## config.mk

```make
export PLATFORM = sky130hd
export DESIGN_NAME = mul256_op_seq
export DESIGN_NICKNAME = d
export VERILOG_FILES = /design/src/rtl/mul256_seq_pkg.sv /design/src/rtl/mul256_seq_prog_ram.sv /design/src/rtl/mul256_op_seq.sv
export SDC_FILE = /design/constraint.sdc
export NUM_CORES = 2
export LEC_CHECK = 0
export BUFFER_PORTS_ARGS = -buffer_cell sky130_fd_sc_hd__buf_2
export CAP_MARGIN = 30
export CORE_AREA = 2 2 552 499
export CTS_CLUSTER_SIZE = 24
export DETAILED_ROUTE_END_ITERATION = 8
export DIE_AREA = 0 0 554 501
export HOLD_SLACK_MARGIN = 0.05
export MAX_ROUTING_LAYER = met4
export PLACE_DENSITY = 0.54
export SLEW_MARGIN = 20
export SYNTH_ARGS = -nofsm -noshare
export SYNTH_HDL_FRONTEND = slang
export SYNTH_SLANG_ARGS = --single-unit
```

## constraint.sdc

```tcl
create_clock -name hclk -period 4.2 [get_ports hclk]
set_input_delay 0.63 -clock hclk [delete_from_list [all_inputs] [get_ports hclk]]
set_output_delay 0.63 -clock hclk [all_outputs]
set_load 0.05 [all_outputs]
```

## src/rtl/mul256_seq_pkg.sv

```systemverilog
// Shared types and constants for the mul256_op command sequencer.
// Holds the FSM state enum, engine register offsets and bit indices.
package mul256_seq_pkg;

    typedef enum logic [2:0] {
        S_IDLE,
        S_FETCH,
        S_WRITE,
        S_POLL,
        S_STATUS,
        S_FINISH
    } seq_state_t;

    localparam logic [31:0] CTRL_OFS = 32'd0;
    localparam logic [31:0] STAT_OFS = 32'd4;

    localparam int VALID_BIT = 31;
    localparam int END_BIT   = 30;
    localparam int BUSY_BIT  = 31;

endpackage

```

## src/rtl/mul256_seq_prog_ram.sv

```systemverilog
// Program store: 2**AW x 32, one write port, one synchronous read port.
// Ports: i_clk, i_we/i_waddr/i_wdata (write), i_raddr -> o_rdata (1-cycle).
module mul256_seq_prog_ram #(
    parameter int AW = 6
) (
    input  logic          i_clk,
    input  logic          i_we,
    input  logic [AW-1:0] i_waddr,
    input  logic [31:0]   i_wdata,
    input  logic [AW-1:0] i_raddr,
    output logic [31:0]   o_rdata
);

    // No reset: program contents must survive a sequencer reset.
    logic [31:0] r_mem [2**AW];

    always_ff @(posedge i_clk) begin
        if (i_we) begin
            r_mem[i_waddr] <= i_wdata;
        end
        o_rdata <= r_mem[i_raddr];
    end

endmodule

```

## src/rtl/mul256_op_seq.sv

```systemverilog
// Command sequencer: issues program words to the mul256_op engine over
// Avalon-MM, polls busy, then reads the compare status.
// Ports: hclk/reset, prog_* (program load), start/start_pc/abort (control),
// busy/done/err/aborted/cmp_result (status), amm_* (Avalon-MM master).
module mul256_op_seq #(
    parameter int          PROG_AW  = 6,
    parameter logic [31:0] BASE     = 32'h0000_1000,
    parameter int          POLL_MAX = 1024
) (
    input  logic               hclk,
    input  logic               reset,
    input  logic               prog_we,
    input  logic [PROG_AW-1:0] prog_addr,
    input  logic [31:0]        prog_wdata,
    input  logic               start,
    input  logic [PROG_AW-1:0] start_pc,
    input  logic               abort,
    output logic               busy,
    output logic               done,
    output logic               err,
    output logic               aborted,
    output logic [1:0]         cmp_result,
    output logic [31:0]        amm_address,
    output logic [31:0]        amm_writedata,
    output logic               amm_write,
    output logic               amm_read,
    input  logic [31:0]        amm_readdata,
    input  logic               amm_waitrequest
);

    import mul256_seq_pkg::*;

    localparam int                 PCW     = $clog2(POLL_MAX + 1);
    localparam logic [PCW-1:0]     PMAX    = PCW'(POLL_MAX);
    localparam logic [PROG_AW-1:0] PC_LAST = '1;

    seq_state_t         r_state, w_state;
    logic [PROG_AW-1:0] r_pc, w_pc;
    logic [PCW-1:0]     r_poll, w_poll;
    logic [PCW-1:0]     w_poll_inc;
    logic               r_end, w_end;
    logic               r_busy, w_busy;
    logic               r_done, w_done;
    logic               r_err, w_err;
    logic               r_aborted, w_aborted;
    logic [1:0]         r_cmp, w_cmp;
    logic               r_wr, w_wr;
    logic               r_rd, w_rd;
    logic [31:0]        r_addr, w_addr;
    logic [31:0]        r_wdata, w_wdata;
    logic               w_xfer_ok;
    logic               w_abort_now;
    logic [31:0]        w_word;
    logic               w_unused;

    // Read address follows the next pc so the word is valid during FETCH.
    mul256_seq_prog_ram #(
        .AW (PROG_AW)
    ) u_ram (
        .i_clk   (hclk),
        .i_we    (prog_we & ~r_busy),
        .i_waddr (prog_addr),
        .i_wdata (prog_wdata),
        .i_raddr (w_pc),
        .o_rdata (w_word)
    );

    assign w_unused   = ^{amm_readdata[30:1], w_word[31]};
    assign w_xfer_ok  = (r_wr | r_rd) & ~amm_waitrequest;
    assign w_poll_inc = r_poll + 1'b1;

    always_comb begin
        w_state     = r_state;
        w_pc        = r_pc;
        w_poll      = r_poll;
        w_end       = r_end;
        w_busy      = r_busy;
        w_done      = 1'b0;
        w_err       = 1'b0;
        w_aborted   = 1'b0;
        w_cmp       = r_cmp;
        w_wr        = r_wr;
        w_rd        = r_rd;
        w_addr      = r_addr;
        w_wdata     = r_wdata;
        w_abort_now = 1'b0;

        unique case (r_state)
            S_IDLE: begin
                if (start) begin
                    w_state = S_FETCH;
                    w_pc    = start_pc;
                    w_poll  = '0;
                    w_busy  = 1'b1;
                end
            end
            S_FETCH: begin
                if (abort) begin
                    w_abort_now = 1'b1;
                end else begin
                    w_state = S_WRITE;
                    w_end   = w_word[END_BIT];
                    w_wr    = 1'b1;
                    w_addr  = BASE + CTRL_OFS;
                    w_wdata = {1'b1, 1'b0, w_word[29:0]};
                end
            end
            S_WRITE: begin
                if (w_xfer_ok) begin
                    w_wr = 1'b0;
                    if (abort) begin
                        w_abort_now = 1'b1;
                    end else begin
                        w_state = S_POLL;
                        w_rd    = 1'b1;
                        w_addr  = BASE + CTRL_OFS;
                    end
                end
            end
            S_POLL: begin
                if (w_xfer_ok) begin
                    if (abort) begin
                        w_abort_now = 1'b1;
                    end else if (amm_readdata[BUSY_BIT]) begin
                        // Read stays asserted: next cycle is a fresh poll.
                        w_poll = w_poll_inc;
                        if (w_poll_inc == PMAX) begin
                            w_poll  = '0;
                            w_err   = 1'b1;
                            w_busy  = 1'b0;
                            w_rd    = 1'b0;
                            w_state = S_IDLE;
                        end
                    end else begin
                        w_poll = '0;
                        if (r_end || r_pc == PC_LAST) begin
                            w_state = S_STATUS;
                            w_addr  = BASE + STAT_OFS;
                        end else begin
                            w_rd    = 1'b0;
                            w_pc    = r_pc + 1'b1;
                            w_state = S_FETCH;
                        end
                    end
                end
            end
            S_STATUS: begin
                if (w_xfer_ok) begin
                    w_rd = 1'b0;
                    if (abort) begin
                        w_abort_now = 1'b1;
                    end else begin
                        w_cmp   = {amm_readdata[31], amm_readdata[0]};
                        w_done  = 1'b1;
                        w_busy  = 1'b0;
                        w_state = S_FINISH;
                    end
                end
            end
            S_FINISH: begin
                w_state   = S_IDLE;
                w_aborted = abort;
            end
            default: begin
                w_state = S_IDLE;
            end
        endcase

        if (w_abort_now) begin
            w_state   = S_IDLE;
            w_busy    = 1'b0;
            w_aborted = 1'b1;
            w_wr      = 1'b0;
            w_rd      = 1'b0;
        end
    end

    always_ff @(posedge hclk) begin
        if (reset) begin
            r_state   <= S_IDLE;
            r_pc      <= '0;
            r_poll    <= '0;
            r_end     <= 1'b0;
            r_busy    <= 1'b0;
            r_done    <= 1'b0;
            r_err     <= 1'b0;
            r_aborted <= 1'b0;
            r_cmp     <= 2'b00;
            r_wr      <= 1'b0;
            r_rd      <= 1'b0;
            r_addr    <= BASE;
            r_wdata   <= '0;
        end else begin
            r_state   <= w_state;
            r_pc      <= w_pc;
            r_poll    <= w_poll;
            r_end     <= w_end;
            r_busy    <= w_busy;
            r_done    <= w_done;
            r_err     <= w_err;
            r_aborted <= w_aborted;
            r_cmp     <= w_cmp;
            r_wr      <= w_wr;
            r_rd      <= w_rd;
            r_addr    <= w_addr;
            r_wdata   <= w_wdata;
        end
    end

    assign busy          = r_busy;
    assign done          = r_done;
    assign err           = r_err;
    assign aborted       = r_aborted;
    assign cmp_result    = r_cmp;
    assign amm_address   = r_addr;
    assign amm_writedata = r_wdata;
    assign amm_write     = r_wr;
    assign amm_read      = r_rd;

endmodule
```

==> results.json <==
{
  "tightest_slew_ns": 0.982,
  "cts_num_sinks": 2076,
  "die_x_microns": 554,
  "ys_ff_latch": 2076,
  "synth.distinct_cells": 75,
  "io_pins": 154,
  "drc": 0,
  "cts_root_buffer": "clkbuf_16",
  "cts.clk_slew.worst_paths_ns": 0.06,
  "syn_area_per_cell_sq_um": 16.0,
  "cts_tree": "built",
  "via_count": 47200,
  "htreeDepth": 4,
  "yosys.area.top_type_share": 0.733,
  "slew_viol_final": 0,
  "hold_path_end": "cmp_result[1]",
  "grt_max_degree": 75,
  "place_congestion": 0.785,
  "finalHoldViolCount": 0,
  "drive_gt1_frac": 0.181,
  "setup_tns_ns": 0,
  "endpoint_kind": "flop",
  "synth_common_cells": "edfxtp_1 (1,984), nand2_1 (574), nand3_1 (315)",
  "r2r_slack_ns": 0.12,
  "place.detailed.hpwl_mm": 134,
  "reg2reg_from": "r_pc[0]",
  "grt_overflow": 0,
  "nFillCells": 25500,
  "max_freq_ghz": 0.245,
  "dp_slack_ns": -0.332,
  "ir_drop_mv": 0.374,
  "synth_seq_area_share": 0.756,
  "path_class": "reg2reg",
  "routed_wl_mm": 234,
  "multi_input_comb_area_sq_um": 18800,
  "critPathMaxFanout": 18,
  "post-route-min-period_ns": 4.08,
  "portBuffers": 90,
  "post_cts_buffers": 0,
  "initialDrtViolationCount": 5165,
  "dieArea_sq_um": 278000,
  "worstPathRequired_ns": 4.93,
  "holdCritPathClass": "in2reg",
  "grtUsageTotal": 0.169,
  "regArea_sq_um": 61400,
  "grt_pass1_vias": 45800,
  "rr_endpoint": "u_ram.o_rdata[7]",
  "route.detailed.wl_per_inst_microns": 25.6,
  "drv_cap": 0,
  "syn_inst": 5066,
  "hold_depth": 2,
  "arrival_ns": 4.81,
  "start_util": 0.299,
  "setup_slack_ns": 0.116,
  "avgViaCountPerCell": 5.17,
  "clk_path_buf_depth": 4,
  "ys_async_sr_fraction": 0,
  "synth_area_sq_um": 81300,
  "power.density_cell_area_nw_per_um2": 576,
  "coreArea_sq_um": 272000,
  "synth_edf_count": 1984,
  "yosys-top-cells-area": "edfxtp_1 (73%), mux4_2 (4.2%), mux2i_1 (3.8%)",
  "synthToLayoutAreaGrowth_pct": 17.6,
  "utilization": 0.351,
  "holdWs_ns": 0.173,
  "clock_latency_ns": 0.88,
  "synth_warnings": 0,
  "synthFlopType": "edfxtp_1",
  "firstDrtPassIters": 5,
  "slew_headroom": 0.344,
  "fin_skew_ns": 0.0926,
  "critPathLaunchType": "flop",
  "numCtsBuffers": 206,
  "synth_largest_area_cell": "edfxtp_1",
  "antenna_found_initial": 25,
  "fin_crit_sh": 0.972,
  "core.rowCount": 182,
  "synth.most_common_cell": "edfxtp_1",
  "die_h_microns": 501,
  "status": "finished clean",
  "worstHoldStart": "reset",
  "ff2ff_path_depth": 11,
  "fin_nets": 5457,
  "setup_viol": 0,
  "grt_pass1_wl_mm": 334,
  "cellLeakagePower_uw": 0.0311,
  "rsz0062_at_grt": "no",
  "ant_nets": 0
}
==> final cells by class <==
cell class / instances / area share
diodes: 7 / 0.000183
multi-input cells: 2621 / 0.196
clock buffers: 274 / 0.0592
inverters: 4 / 0.000157
well taps: 3588 / 0.0470
repair buffers: 464 / 0.0453
flip-flops and latches: 2076 / 0.643
clock inverters: 96 / 0.00911
==> cell usage in the layout, fill, tap and decap left out, types with 7 or more instances in the layout <==
master,n
nor2_1,43
clkbuf_8,20
a22oi_1,136
o22ai_1,62
a31oi_1,63
mux4_2,150
buf_12,83
nor2_4,66
nand2b_1,7
nand4_1,7
diode_2,7
clkinv_1,35
nand3_1,313
o21ai_0,133
buf_2,88
and3_1,93
a2111oi_0,60
buf_4,289
a211oi_1,120
nor3_1,37
mux2i_1,309
a311o_1,31
clkbuf_1,46
bufinv_16,15
a21oi_1,231
nor4_1,30
nand2_1,573
clkinv_2,37
clkbuf_16,208
a311oi_1,30
nor2b_1,7
edfxtp_1,1984
dfxtp_1,92
conb_1,32
==> flip-flops by register name, indices dropped and copies added (netlist names) <==
register,flops
busy,1
amm_writedata,31
r_pc,6
u_ram.o_rdata,31
amm_address,1
r_state,3
r_end,1
cmp_result,2
done,1
aborted,1
amm_read,1
u_ram.r_mem,1984
err,1
amm_write,1
r_poll,11
==> metrics by stage <==
| step | cells | power, uW | instance area (sq um) |
|---|---|---|---|
| finish | 9130 | 55000 | 95600 |
| global route | 9127 | 57200 | 95600 |
| CTS | 9120 | 55500 | 95500 |
| detailed placement | 8747 | 37400 | 88900 |
| global placement | 8738 | 37300 | 88700 |
| floorplan | 5096 | 31400 | 81400 |
==> per-layer routing <==
layer	share of wire	GRT usage	vias up	wire length (microns)
met4	0.022	0.0396	0	5200
met2	0.45	0.250	1874	104000
met3	0.077	0.0261	330	18000
met1	0.45	0.244	24400	106000
li1	-	-	20600	-
met5	0	-	-	0
==> worst max-delay path: stages, from the launching register on <==
cell	delay, ns
dfxtp_1	0.36
ha_1	0.27
and4_4	0.21
a211o_1	0.35
o211ai_1	0.35
and3_4	0.53
buf_4	0.30
a2111oi_0	0.09
a311o_1	0.38
nor4_1	0.71
nor3_1	0.18
and3_1	0.23
==> how the worst max path moves through the flow <==
stage / from / endpoint / slack (ns)
floorplan: amm_read / u_ram.o_rdata[0] / 0.96
global placement: amm_readdata[31] / u_ram.o_rdata[16] / -0.24
detailed placement: amm_readdata[31] / u_ram.o_rdata[16] / -0.33
CTS: r_pc[0] / u_ram.o_rdata[16] / 0.07
global route: r_pc[0] / u_ram.o_rdata[16] / 0.004
finish: r_pc[0] / u_ram.o_rdata[7] / 0.12
==> logic make-up (layout without fill, tap and decap cells) <==
kind of cell	Yosys count	in the layout	share of synthesized area
xor+xnor	1	1	0.000108
buf+inv	399	838	0.0221
other cells	2	39	0.0000924
mux	461	461	0.0799
simple gates	1220	1220	0.0683
flops	2076	2076	0.756
fa+ha+maj	2	2	0.000308
compound gates	905	905	0.0735
==> where the power goes <==
part | switching (uW) | leakage, uW | total, uW | internal, uW
clock network | 7780 | 0.00321 | 18100 | 10300
registers | 305 | 0.0186 | 23300 | 23000
logic | 8370 | 0.00933 | 13600 | 5230
==> timing repair <==
item,CTS,global route
setup endpoints to repair,2,4
hold buffers,3,0
resized for setup,2,3
hold endpoints to repair,4,0
(Power assumes the default switching activity.)
